File: config.mk
export PLATFORM = sky130hd
export DESIGN_NAME = sfq_pulse_deserializer
export DESIGN_NICKNAME = d
export VERILOG_FILES = /design/src/rtl/sfq_mon_pkg.sv /design/src/rtl/sfq_word_fifo.sv /design/src/rtl/sfq_pulse_deserializer.sv
export SDC_FILE = /design/constraint.sdc
export NUM_CORES = 1
export LEC_CHECK = 0
export ABC_AREA = 1
export ABC_CLOCK_PERIOD_IN_PS = 2500
export BUFFER_PORTS_ARGS = -buffer_cell sky130_fd_sc_hd__buf_4
export CAP_MARGIN = 20
export CORE_ASPECT_RATIO = 0.7
export CORE_MARGIN = 2
export CORE_UTILIZATION = 60
export DETAILED_ROUTE_END_ITERATION = 8
export GPL_TIMING_DRIVEN = 0
export HOLD_SLACK_MARGIN = 0.08
export PLACE_DENSITY = 0.9
export SYNTH_ARGS = -nofsm -noshare
export SYNTH_HDL_FRONTEND = slang
export SYNTH_SLANG_ARGS = --single-unit
export TNS_END_PERCENT = 20
File: constraint.sdc
create_clock -name clk -period 2.5 [get_ports clk]
set_input_delay 0.125 -clock clk [delete_from_list [all_inputs] [get_ports clk]]
set_output_delay 0.125 -clock clk [all_outputs]
set_load 0.05 [all_outputs]
File: src/rtl/sfq_mon_pkg.sv
// Shared types, defaults and helpers for the SFQ pulse deserializer.
package sfq_mon_pkg;

  localparam int unsigned DEF_WIDTH = 8;
  localparam int unsigned DEF_DEPTH = 4;
  localparam int unsigned DEF_MAX_W = 4;

  // Capture window state: IDLE until the first SFQ clock pulse, then a window is always open.
  typedef enum logic {
    IDLE = 1'b0,
    OPEN = 1'b1
  } win_state_e;

  // Ceiling log2, never below 1, so derived counters and pointers keep a legal width.
  function automatic int unsigned clog2(input int unsigned value);
    int unsigned res;
    res = 1;
    for (int unsigned i = 1; i < 32; i++) begin
      if ((32'd1 << i) < value) res = i + 1;
    end
    return res;
  endfunction

endpackage

File: src/rtl/sfq_word_fifo.sv
// Small synchronous word FIFO. The head word sits in its own register so the
// consumer sees a flop output that stays stable until it pops.
module sfq_word_fifo
  import sfq_mon_pkg::*;
#(
  parameter int unsigned WIDTH = DEF_WIDTH,
  parameter int unsigned DEPTH = DEF_DEPTH
) (
  input  logic             clk,
  input  logic             rst,
  input  logic             push,
  input  logic [WIDTH-1:0] din,
  input  logic             pop,
  output logic             full,
  output logic             empty,
  output logic [WIDTH-1:0] head
);

  localparam int unsigned AW = clog2(DEPTH);
  localparam int unsigned CW = AW + 1;
  localparam logic [CW-1:0] CAP = CW'(DEPTH);

  logic [WIDTH-1:0] mem [DEPTH];
  logic [AW-1:0]    wr_ptr;
  logic [AW-1:0]    rd_ptr;
  logic [CW-1:0]    count;

  logic             do_push;
  logic             do_pop;
  logic [AW-1:0]    rd_ptr_nxt;
  logic [CW-1:0]    count_nxt;
  logic [WIDTH-1:0] head_nxt;

  // Status flags decoded from the occupancy register.
  always_comb begin
    full  = (count == CAP);
    empty = (count == '0);
  end

  // Next-state decode; a pop on a full FIFO frees the slot for a same-cycle push.
  // The next head is taken from din when the slot being written becomes the head.
  always_comb begin
    do_pop     = pop && !empty;
    do_push    = push && (!full || do_pop);
    rd_ptr_nxt = do_pop ? rd_ptr + 1'b1 : rd_ptr;
    count_nxt  = count;
    case ({do_push, do_pop})
      2'b10:   count_nxt = count + 1'b1;
      2'b01:   count_nxt = count - 1'b1;
      default: count_nxt = count;
    endcase
    if (count_nxt == '0) begin
      head_nxt = '0;
    end else if (do_push && (wr_ptr == rd_ptr_nxt)) begin
      head_nxt = din;
    end else begin
      head_nxt = mem[rd_ptr_nxt];
    end
  end

  // Storage, pointers, occupancy and head register.
  always_ff @(posedge clk or posedge rst) begin
    if (rst) begin
      for (int unsigned i = 0; i < DEPTH; i++) mem[i] <= '0;
      wr_ptr <= '0;
      rd_ptr <= '0;
      count  <= '0;
      head   <= '0;
    end else begin
      if (do_push) begin
        mem[wr_ptr] <= din;
        wr_ptr      <= wr_ptr + 1'b1;
      end
      rd_ptr <= rd_ptr_nxt;
      count  <= count_nxt;
      head   <= head_nxt;
    end
  end

endmodule

File: src/rtl/sfq_pulse_deserializer.sv
// Collects the dout pulse train of an SFQ cell against its clock pulse train,
// packs one bit per SFQ period into LSB-first words and queues them in a FIFO.
module sfq_pulse_deserializer
  import sfq_mon_pkg::*;
#(
  parameter int unsigned WIDTH = DEF_WIDTH,
  parameter int unsigned DEPTH = DEF_DEPTH,
  parameter int unsigned MAX_W = DEF_MAX_W
) (
  input  logic             clk,
  input  logic             rst,
  input  logic             sfq_clk,
  input  logic             sfq_dout,
  output logic [WIDTH-1:0] out_data,
  output logic             out_valid,
  input  logic             out_ready,
  input  logic             clr_err,
  output logic             overflow,
  output logic             dbl_err,
  output logic             width_err
);

  localparam int unsigned BCW = clog2(WIDTH);
  localparam int unsigned HCW = clog2(MAX_W + 2);
  localparam logic [BCW-1:0] LAST_BIT = BCW'(WIDTH - 1);
  localparam logic [HCW-1:0] HI_LIMIT = HCW'(MAX_W + 1);

  logic             sclk_q;
  logic             sclk_p;
  logic             dout_q;
  logic             dout_p;
  logic             sclk_edge;
  logic             dout_edge;

  win_state_e       state;
  logic             hit;
  logic [BCW-1:0]   bit_cnt;
  logic [WIDTH-1:0] acc;
  logic [HCW-1:0]   hi_cnt;

  logic             win_bit;
  logic [WIDTH-1:0] acc_nxt;
  logic             word_done;
  logic             pop;
  logic             fifo_full;
  logic             fifo_empty;
  logic             dbl_set;
  logic             ovf_set;
  logic             width_set;

  // Input sample, one-cycle history and registered rising-edge flags.
  always_ff @(posedge clk or posedge rst) begin
    if (rst) begin
      sclk_q    <= 1'b0;
      sclk_p    <= 1'b0;
      dout_q    <= 1'b0;
      dout_p    <= 1'b0;
      sclk_edge <= 1'b0;
      dout_edge <= 1'b0;
    end else begin
      sclk_q    <= sfq_clk;
      sclk_p    <= sclk_q;
      dout_q    <= sfq_dout;
      dout_p    <= dout_q;
      sclk_edge <= sclk_q & ~sclk_p;
      dout_edge <= dout_q & ~dout_p;
    end
  end

  // Closing-bit value, accumulator update and error/push decode.
  // A data edge coincident with the closing clock edge still belongs to the closing window.
  always_comb begin
    win_bit          = hit | dout_edge;
    acc_nxt          = acc;
    acc_nxt[bit_cnt] = win_bit;
    word_done        = (state == OPEN) && sclk_edge && (bit_cnt == LAST_BIT);
    pop              = out_valid && out_ready;
    dbl_set          = (state == OPEN) && dout_edge && hit;
    ovf_set          = word_done && fifo_full && !pop;
    width_set        = (hi_cnt == HI_LIMIT);
  end

  // Window FSM: opens on the first SFQ clock pulse, then each pulse closes one bit and reopens.
  always_ff @(posedge clk or posedge rst) begin
    if (rst) begin
      state   <= IDLE;
      hit     <= 1'b0;
      bit_cnt <= '0;
      acc     <= '0;
    end else begin
      case (state)
        IDLE: begin
          if (sclk_edge) begin
            state   <= OPEN;
            hit     <= 1'b0;
            bit_cnt <= '0;
          end
        end
        OPEN: begin
          if (sclk_edge) begin
            hit     <= 1'b0;
            acc     <= word_done ? '0 : acc_nxt;
            bit_cnt <= word_done ? '0 : bit_cnt + 1'b1;
          end else if (dout_edge) begin
            hit <= 1'b1;
          end
        end
        default: state <= IDLE;
      endcase
    end
  end

  // High-run length of the sampled data line, saturating one past the legal maximum.
  always_ff @(posedge clk or posedge rst) begin
    if (rst) begin
      hi_cnt <= '0;
    end else if (!dout_q) begin
      hi_cnt <= '0;
    end else if (hi_cnt != HI_LIMIT) begin
      hi_cnt <= hi_cnt + 1'b1;
    end
  end

  // Sticky flags; a new error in the clear cycle keeps its flag set.
  always_ff @(posedge clk or posedge rst) begin
    if (rst) begin
      overflow  <= 1'b0;
      dbl_err   <= 1'b0;
      width_err <= 1'b0;
    end else begin
      overflow  <= ovf_set   | (overflow  & ~clr_err);
      dbl_err   <= dbl_set   | (dbl_err   & ~clr_err);
      width_err <= width_set | (width_err & ~clr_err);
    end
  end

  // Output valid follows FIFO occupancy.
  always_comb begin
    out_valid = ~fifo_empty;
  end

  sfq_word_fifo #(
    .WIDTH(WIDTH),
    .DEPTH(DEPTH)
  ) u_fifo (
    .clk  (clk),
    .rst  (rst),
    .push (word_done),
    .din  (acc_nxt),
    .pop  (pop),
    .full (fifo_full),
    .empty(fifo_empty),
    .head (out_data)
  );

endmodule

**Yosys cells after proc, flatten, opt, wreduce, memory -nomap -nowiden**

Index checks and enable logic that the tools add are counted.

- Bits in registers: 72
- Output and inout port bits: 12
- Word-level logic and storage cells: 107
- Input bits: 6

- Equality and inequality tests: 11
- Bitwise logic cells: 16
- Multiplexer cells: 26
- Order comparisons: 5
- $add $sub $neg: 6
- Reduce and logical (&&, ||, !) cells: 21

Operators with widths:

| kind | number |
|---|---|
| 8-bit two-way mux | 6 |
| 32-bit bitwise mux | 1 |
| 8-bit binary-select mux with 2-bit select | 1 |
| 8-bit demux with 2-bit select | 1 |
| 3-bit two-way mux | 5 |
| 1-bit logical AND | 12 |
| 3-bit case mux with 2 select lines | 2 |
| 3-bit by 1-bit adder with 3-bit output, second input constant | 3 |
| 3-bit equality test, second input constant | 3 |
| 8-bit bitwise mux | 1 |
| 3-bit >= comparator, second input constant | 2 |
| 3-bit zero test | 2 |
| 1-bit two-way mux | 6 |
| 3-bit inequality test, second input constant | 2 |
| 2-bit inverter with 3-bit output | 2 |
| 2-bit AND reduction | 3 |
| 1-bit AND | 5 |
| 1-bit inverter | 5 |
| 2-bit by 1-bit adder with 2-bit output, second input constant | 2 |
| 3-bit by 4-bit < comparator with 1-bit output, second input constant | 1 |
| 2-bit inequality test, second input constant | 2 |
| 1-bit bitwise OR | 4 |
| 1-bit demux with 3-bit select | 1 |
| 3-bit by 1-bit >= comparator with 1-bit output, second input constant | 1 |
| other kinds (10) | 12 |

**Longest topological paths before layout**

Gate-level depths: netlist (run 1).

- Depth in word-level cells: 11
- Mapped depth: 12
- Depth with buffers taken out: 11

**Cells and area by module**

From an unflattened synthesis (run 1), not the netlist that was laid out.

- Cell total of the unflattened synthesis: 443
- Area, all modules: 3799.9 um^2

Modules (own cells, without submodules):

| module | seq. area each (um^2) | instances | cells each | area each (um^2) |
|---|---|---|---|---|
| sfq_word_fifo | 1176.1 | 1 | 303 | 2588.7 |
| sfq_pulse_deserializer | 625.6 | 1 | 140 | 1211.2 |

**Least setup slack after synthesis (run 1)**

No wires, ideal clock.

- Kind: register to register
- Start point: register bit_cnt[1]
- End point: register u_fifo.head[0]
- Arrival: 2.061 ns
- Clock period less this slack: 2.183 ns
- Slack: 0.317 ns
- Data required time: 2.379 ns
- Setup time: 0.121 ns
- Buffers on the path: 0
- Stages on the path, launching flop included: 11
- Cell sequence: dfrtp_1 -> ha_1 -> ha_1 -> nand3_2 -> nand3_1 -> fa_1 -> nand3b_1 -> nand3_1 -> nand2_2 -> nor2_8 -> nor2_2

- Cells in the longest elaborated chain, start to end: 7
- Elaborated cells between the ends (all ways): 16
- Those cells by class: 2 x order compare; 3 x eq/ne; 6 x mux; 5 x reduce/logical

Ends and longest elaborated chain:

| element | line | text |
|---|---|---|
| start: declaration | sfq_pulse_deserializer.sv:37 | `logic [BCW-1:0] bit_cnt;` |
| start signal: assignment | sfq_pulse_deserializer.sv:103 | `bit_cnt <= word_done ? '0 : bit_cnt + 1'b1;` |
| 3-bit equality test * | sfq_pulse_deserializer.sv:76 | `word_done = (state == OPEN) && sclk_edge && (bit_cnt == LAST_BIT);` |
| 1-bit logical AND * | sfq_pulse_deserializer.sv:76 |  |
| 1-bit logical AND * | sfq_word_fifo.sv:44 | `do_push = push && (!full \|\| do_pop);` |
| 2-bit by 1-bit equality test with 1-bit output / 2-bit equality test (equally long branches) | sfq_word_fifo.sv:47 | `case ({do_push, do_pop})` |
| 3-bit case mux with 2 select lines * | sfq_word_fifo.sv:47 |  |
| net u_fifo.count_nxt[2] | sfq_word_fifo.sv:31 | `logic [CW-1:0] count_nxt;` |
| 3-bit zero test * | sfq_word_fifo.sv:52 | `if (count_nxt == '0) begin` |
| 8-bit two-way mux * | sfq_word_fifo.sv:52 |  |
| net u_fifo.head_nxt[0] | sfq_word_fifo.sv:32 | `logic [WIDTH-1:0] head_nxt;` |
| end signal: assignment | sfq_word_fifo.sv:76 | `head <= head_nxt;` |
| end: declaration | sfq_word_fifo.sv:16 | `output logic [WIDTH-1:0] head` |

The timed path passes the listed nets; every way through them passes the cells marked *.
A chain may end at the register's enable or synchronous reset.

**Worst setup path in the final report (run 1)**

- Start point: register bit_cnt[1]
- End point: register u_fifo.head[4]

The elaborated chain is that of the path after synthesis.

==> impl_metrics.json, run 1 <==
{
  "status": "finished clean",
  "switching_share_pct": 43.1,
  "cpMaxStageDelayCell": "dfrtp_2",
  "critical_path_buf_inv_count": 0,
  "antenna_cells": 0,
  "cts.clk_slew.worst_paths_ns": 0.08,
  "drt_first_pass_iters": 5,
  "post-cts-setup-buffer-count": 0,
  "drtIter0Drc": 218,
  "leakagePower_uw": 0.00189,
  "worstPathMaxFanout": 8,
  "power.internal_uw": 2540,
  "dpl.cell_count": 471,
  "hpwl_mm": 4.96,
  "pwr-share-clk_pct": 22.5,
  "synth-edff-count": 0,
  "path_class": "register to register",
  "max_slew.worst_pin.slew_ns": 0.907,
  "die_area_um2": 6340,
  "portBuffers": 16,
  "cp.arrival_ns": 2.60,
  "m1WireLength_mm": 3.22,
  "grt_overflow": 0,
  "finalCritPeriodShare_pct": 94.2,
  "hold_path_class": "primary input to register",
  "ant_nets": 0,
  "route.met3.wl_um": 465,
  "cts.root.buffer_cell": "clkbuf_8",
  "routedWlPerCell_um": 14.5,
  "async_flop_share_pct": 100,
  "insertion_delay_ns": 0.35,
  "critPathLaunchType": "register",
  "grt_max_degree": 73,
  "period_minus_slack_ns": 2.35,
  "drive_above_1_share_pct": 17.7,
  "cap_violations": 0,
  "critPathTopFamily": "simple AND/OR/NAND/NOR gates",
  "max_freq_mhz": 425,
  "num_vias": 2713,
  "grt_pass1_wl_mm": 12.7,
  "cts_tree": "done",
  "rsz0062_at_grt": "false",
  "fp.dieW_um": 94.3,
  "cts_buffers": 9,
  "final_util_pct": 72.8,
  "placementRows": 22,
  "switching_power_uw": 1920,
  "syn_avg_cell_area_um2": 8.95,
  "crit_path_max_incr_delay_ns": 0.45,
  "htreeDepth": 3,
  "synth.cell_area_um2": 3430,
  "relSlewSlack_pct": 38.9,
  "fin_skew_ns": 0.00792,
  "wl_mm": 7.10,
  "seqPwrFrac_pct": 35.9,
  "antenna_found_initial": 0,
  "ioPinCount": 18,
  "nets": 429,
  "cts_sinks": 72,
  "slew_violations": 0,
  "grt_pass1_vias": 2625,
  "cp_cell_sequence": "ha_1 -> ha_1 -> nand3_2 -> nand3_2 -> fa_1 -> nand3b_1 -> nand3_1 -> nand2_2 -> nor2_8 -> nor2_2",
  "powerDensity_nw_per_um2": 1140,
  "final_cells": 491,
  "viasPerCell": 5.53,
  "ys_warn_count": 0,
  "grt_util_all_layers_pct": 26.5,
  "start_util_pct": 63.9,
  "critPathRequiredTime_ns": 2.74,
  "syn_to_final_growth_pct": 13.9,
  "place_congestion": 0.865,
  "end_kind": "register",
  "seq_area_frac_synth_pct": 52.6,
  "top_layer_used": "met4",
  "wl_met2_mm": 3.32,
  "ir_worst_vdd_mv": 0.575,
  "ys_seq_elements": 72,
  "synth-main-ff-cell": "dfrtp_1",
  "synth_nets": 398,
  "combPwrFrac_pct": 41.7,
  "core-area_um2": 5370,
  "finalSetupViolations": 0,
  "power_uw": 4460,
  "fp.dieH_um": 67.2,
  "whs_ns": 0.191,
  "hold_viol_final": 0,
  "synthCells": 383,
  "yosysUniqueCellTypes": 33,
  "clock_path_buffers": 2,
  "drc_errors": 0
}
[cell usage after synthesis, types with 2 or more instances]
library cell	instances	area, µm²
nand2_1	111	417
dfrtp_1	72	1800
o21ai_0	49	245
nand3_1	43	215
inv_1	31	116
ha_1	8	100
nand2_2	7	43.8
nor2_1	7	26.3
nor2_2	7	43.8
nand2_4	6	67.6
a21oi_1	5	25.0
o22ai_1	5	31.3
buf_2	4	20.0
nand4_1	3	18.8
a31oi_1	2	12.5
inv_2	2	7.51
nand3_2	2	20.0
nor2_4	2	22.5
nor2_8	2	40.0
nor3_1	2	10.0
[placed cells by master, fill, tap and decap left out, types with 2 or more instances in the layout]
master	count
buf_2	4
dlygate4sd3_1	4
bufinv_16	2
o21ai_0	49
inv_2	2
nand2_4	6
a21oi_1	5
nand4_1	3
a31oi_1	2
nand2_2	7
nor2_4	2
dfrtp_1	71
nand3_1	42
nor2_2	7
inv_1	30
ha_1	8
nor2_1	7
clkinv_2	2
clkbuf_8	9
nand3_2	3
nand2_1	111
buf_4	17
nor2_8	2
o22ai_1	5
nor3_1	2
[per-layer routing]
| metal | up-vias | global-route usage (%) |
|---|---|---|
| met5 | - | 0 |
| li1 | 1317 | - |
| met4 | 0 | 7.79 |
| met1 | 1283 | 35.2 |
| met3 | 15 | 8.59 |
| met2 | 98 | 42.4 |
[cell families (layout without fill, tap and decap cells)]
group	count (synthesis)	in the layout	share of synthesized area, %
and+or+nand+nor	196	196	28.5
xor gates and xnor gates	2	2	0.511
AOI/OAI and AO/OA	64	64	10.1
adders and majority gates	9	9	3.50
buffers and inverters	40	76	4.85
DFF	72	72	52.6
[flip-flops by register name, summed over array words and instances, names as in the netlist]
signal and count:
dout_edge 1, bit_cnt 3, u_fifo.mem 32, sclk_edge 1, dout_q 1, sclk_q 1, sclk_p 1, dbl_err 1
dout_p 1, overflow 1, acc 8, u_fifo.wr_ptr 2, hit 1, u_fifo.count 3, u_fifo.head 8, width_err 1
u_fifo.rd_ptr 2, hi_cnt 3, state 1
[path summary, 6_finish.rpt]
path / end / slack, ns / from / depth (start not counted)
hold reg to reg: sclk_p$_DFF_PP0_ / 0.39 / sclk_q$_DFF_PP0_ / 0
setup / recovery: u_fifo.head[4]$_DFF_PP0_ / 0.15 / bit_cnt[1]$_DFFE_PP0P_ / 10
setup reg to reg: u_fifo.head[4]$_DFF_PP0_ / 0.15 / bit_cnt[1]$_DFFE_PP0P_ / 10
hold / removal: overflow$_DFF_PP0_ / 0.19 / out_ready / 4
min in group asynchronous: u_fifo.mem[30]$_DFFE_PP0P_ / 0.50 / rst / 3
max in group asynchronous: bit_cnt[1]$_DFFE_PP0P_ / 1.39 / rst / 3
[per-stage QoR]
stage | setup WS, ns | area [µm²] | TNS, ns
6_report | 0.145 | 3910 | 0
5_1_grt | 0.00182 | 3910 | 0
3_5_place_dp | 0.0450 | 3640 | 0
2_1_floorplan | 0.317 | 3430 | 0
4_1_cts | 0.0243 | 3900 | 0
3_3_place_gp | -0.206 | 3640 | -14.57
[power by group through the flow]
| stage | Clock, µW | Combinational [µW] | Sequential, µW |
|---|---|---|---|
| 3_5_place_dp | 0 | 1810 | 1620 |
| 3_3_place_gp | 0 | 1730 | 1600 |
| 4_1_cts | 1020 | 1840 | 1600 |
| 5_1_grt | 1080 | 2060 | 1640 |
| 2_1_floorplan | 0 | 1200 | 1770 |
| 6_report | 1000 | 1860 | 1600 |
[timing repair]
action / 4_1_cts / 5_1_grt
resized for setup: 0 / 2
endpoints found under the hold margin: 77 / 0
hold buffers: 4 / 0
endpoints found under the setup margin: 0 / 8
[cell type report]
| type | count | area, µm² |
|---|---|---|
| clock buffer | 9 | 124 |
| sequential | 72 | 1800 |
| fill | 368 | 1460 |
| inverter | 33 | 126 |
| buffer | 7 | 42.5 |
| tap | 72 | 90.1 |
| timing repair buffer | 20 | 160 |
| clock inverter | 7 | 95.1 |
| multi-input combinational | 271 | 1470 |
[worst register-to-register path: cells and delay by family (launching register included)]
family / cells / cell delay (ns)
simple gates: 7 / 0.99
fa+ha+maj: 3 / 0.80
flops: 1 / 0.45
No activity file was read; power rests on OpenSTA's default activity.
==> run 2: changes to the inputs <==
--- a/config.mk
+++ b/config.mk
@@ -16,6 +16,7 @@
 export GPL_TIMING_DRIVEN = 0
 export HOLD_SLACK_MARGIN = 0.08
 export PLACE_DENSITY = 0.9
+export SKIP_LAST_GASP = 1
 export SYNTH_ARGS = -nofsm -noshare
 export SYNTH_HDL_FRONTEND = slang
 export SYNTH_SLANG_ARGS = --single-unit
==> constraint.sdc (replaced) <==
create_clock -name clk -period 2.5 [get_ports clk]
set_input_delay 0.25 -clock clk [delete_from_list [all_inputs] [get_ports clk]]
set_output_delay 0.25 -clock clk [all_outputs]
set_load 0.05 [all_outputs]
==> run 2 against run 1 <==
Core utilization decreased by 0.37 points. Hold slack got worse by 0.12 ns. Combinational power about the same. First-iteration DRC count increased by 9.6%. Clock power about the same. Largest cell class unchanged. Cell area decreased by 0.51%. Worst setup slack about the same. Count of clock-buffer cells in the layout unchanged. Register-to-register slack about the same. Clock skew about the same.
==> impl_metrics.json, run 2 (same netlist as run 1, synthesis figures left out) <==
{
  "status": "finished clean",
  "largest_reg_flops": 32,
  "fin_ws_ns": 0.145,
  "switching_power_uw": 1920,
  "num_vias": 2731,
  "ff2ff_path_depth": 10,
  "ff2ff_setup_slack_ns": 0.14,
  "post-place-ws_ns": 0.0450,
  "critical_path_buf_inv_count": 0,
  "grt_max_degree": 73,
  "cpMaxStageDelayCell": "dfrtp_2",
  "rr_endpoint": "u_fifo.head[4]$_DFF_PP0_",
  "cts_sinks": 72,
  "fin_skew_ns": 0.00798,
  "final_cells": 489,
  "hold_path_class": "primary input to async pin",
  "powerDensity_nw_per_um2": 1150,
  "place_congestion": 0.865,
  "reg_top3": "u_fifo.mem (32), acc (8), u_fifo.head (8)",
  "cap_violations": 0,
  "end_kind": "register",
  "grt_util_all_layers_pct": 26.5,
  "path_class": "register to register",
  "hold_viol_final": 0,
  "stdcell_area_um2": 3890,
  "insertion_delay_ns": 0.35,
  "ioPinCount": 18,
  "cp_cell_sequence": "ha_1 -> ha_1 -> nand3_2 -> nand3_2 -> fa_1 -> nand3b_1 -> nand3_1 -> nand2_2 -> nor2_8 -> nor2_2",
  "grt_pass1_wl_mm": 12.6,
  "combPwrFrac_pct": 41.6,
  "syn_to_final_growth_pct": 13.4,
  "final_cell_mix": "nand2_1, dfrtp_1, o21ai_0, nand3_1, inv_1",
  "drt_first_pass_iters": 5,
  "relSlewSlack_pct": 39.8,
  "antenna_found_initial": 0,
  "max_freq_mhz": 425,
  "nets": 427,
  "htreeDepth": 3,
  "ff_latch_area_um2": 1800,
  "cts_tree": "done",
  "power.internal_uw": 2540,
  "clock_path_buffers": 2,
  "fp.dieW_um": 94.3,
  "finalSetupViolations": 0,
  "drc_errors": 0,
  "ant_nets": 0,
  "antenna_cells": 0,
  "regMostFlops": "u_fifo.mem",
  "wl_mm": 7.07,
  "r2r-start": "bit_cnt[1]$_DFFE_PP0P_",
  "viasPerCell": 5.58,
  "cp.arrival_ns": 2.60,
  "drtIter0Drc": 239,
  "leakagePower_uw": 0.00188,
  "max_slew.worst_pin.slew_ns": 0.893,
  "setup.worst_path.end": "u_fifo.head[4]$_DFF_PP0_",
  "start_util_pct": 63.9,
  "n_fill_cell": 370,
  "crit_path_max_incr_delay_ns": 0.45,
  "critPathTopFamily": "simple AND/OR/NAND/NOR gates",
  "cts.clk_slew.worst_paths_ns": 0.08,
  "grt_overflow": 0,
  "slew_violations": 0,
  "cts_buffers": 9,
  "grt_pass1_vias": 2613,
  "ir_worst_vdd_mv": 0.577,
  "die_area_um2": 6340,
  "placementRows": 22,
  "portBuffers": 16,
  "routedWlPerCell_um": 14.5,
  "final_common_cell": "nand2_1",
  "switching_share_pct": 43.0,
  "rsz0062_at_grt": "false",
  "finalCritPeriodShare_pct": 94.2,
  "multi_input_area_um2": 1470,
  "power_uw": 4460,
  "whs_ns": 0.0674,
  "seqPwrFrac_pct": 35.9,
  "drive_above_1_share_pct": 17.7,
  "dpl.cell_count": 471,
  "critPathRequiredTime_ns": 2.75,
  "post-cts-setup-buffer-count": 0,
  "cts.root.buffer_cell": "clkbuf_8",
  "cp.depth": 10,
  "period_minus_slack_ns": 2.36,
  "pwr-share-clk_pct": 22.5,
  "place_area_um2": 3640,
  "hpwl_mm": 4.96,
  "worstPathMaxFanout": 8,
  "critical_path.startpoint": "bit_cnt[1]$_DFFE_PP0P_",
  "critPathLaunchType": "register",
  "core-area_um2": 5370,
  "fp.dieH_um": 67.2
}
## run 2: cell count changes in the layout (fill, tap and decap cells not counted), sizes merged
cell | before | now
dlygate4sd3 | 4 | 2
## run 2: how the worst min path moves through the flow
stage | from | end | depth (start not counted) | slack [ns]
2_1_floorplan | sfq_dout | dout_q$_DFF_PP0_ | 0 | 0.28
3_3_place_gp | sfq_dout | dout_q$_DFF_PP0_ | 1 | 0.36
3_5_place_dp | sfq_dout | dout_q$_DFF_PP0_ | 1 | 0.36
4_1_cts | rst | u_fifo.head[0]$_DFF_PP0_ | 2 | 0.1
5_1_grt | clr_err | dbl_err$_DFF_PP0_ | 2 | 0.10
6_report | rst | u_fifo.mem[30]$_DFFE_PP0P_ | 2 | 0.07
## run 2: layer usage
layer,global-route usage (%),vias up,routed length [µm]
met5,0,-,0
met4,7.79,0,102
met3,8.59,14,507
met2,42.2,109,3320
met1,35.2,1291,3140
li1,-,1317,-
## run 2: power groups by stage
| stage | combinational [µW] | clock (µW) | sequential (µW) |
|---|---|---|---|
| CTS | 1840 | 1020 | 1600 |
| global route | 2060 | 1080 | 1640 |
| floorplan | 1200 | 0 | 1770 |
| finish | 1850 | 1000 | 1600 |
| global placement | 1730 | 0 | 1600 |
| detailed placement | 1810 | 0 | 1620 |
## run 2: final cells by class
| type | instances | share of cell area, % |
|---|---|---|
| Tap cell | 72 | 2.32 |
| Sequential cell | 72 | 46.4 |
| Multi-Input combinational cell | 271 | 37.7 |
| Inverter | 33 | 3.25 |
| Clock inverter | 7 | 2.45 |
| Timing Repair Buffer | 18 | 3.61 |
| Buffer | 7 | 1.09 |
| Clock buffer | 9 | 3.19 |
## run 2: repair_timing
action / 4_1_cts / 5_1_grt
hold buffers: 2 / 0
endpoints found under the hold margin: 2 / 0
setup endpoints to repair: 0 / 8
gates resized for setup: 0 / 2
## run 2: stage by stage
stage	util (%)	setup TNS, ns
floorplan	-	0
global placement	67.8	-23.57
detailed placement	67.8	0
CTS	72.3	0
global route	72.4	0
finish	72.4	0
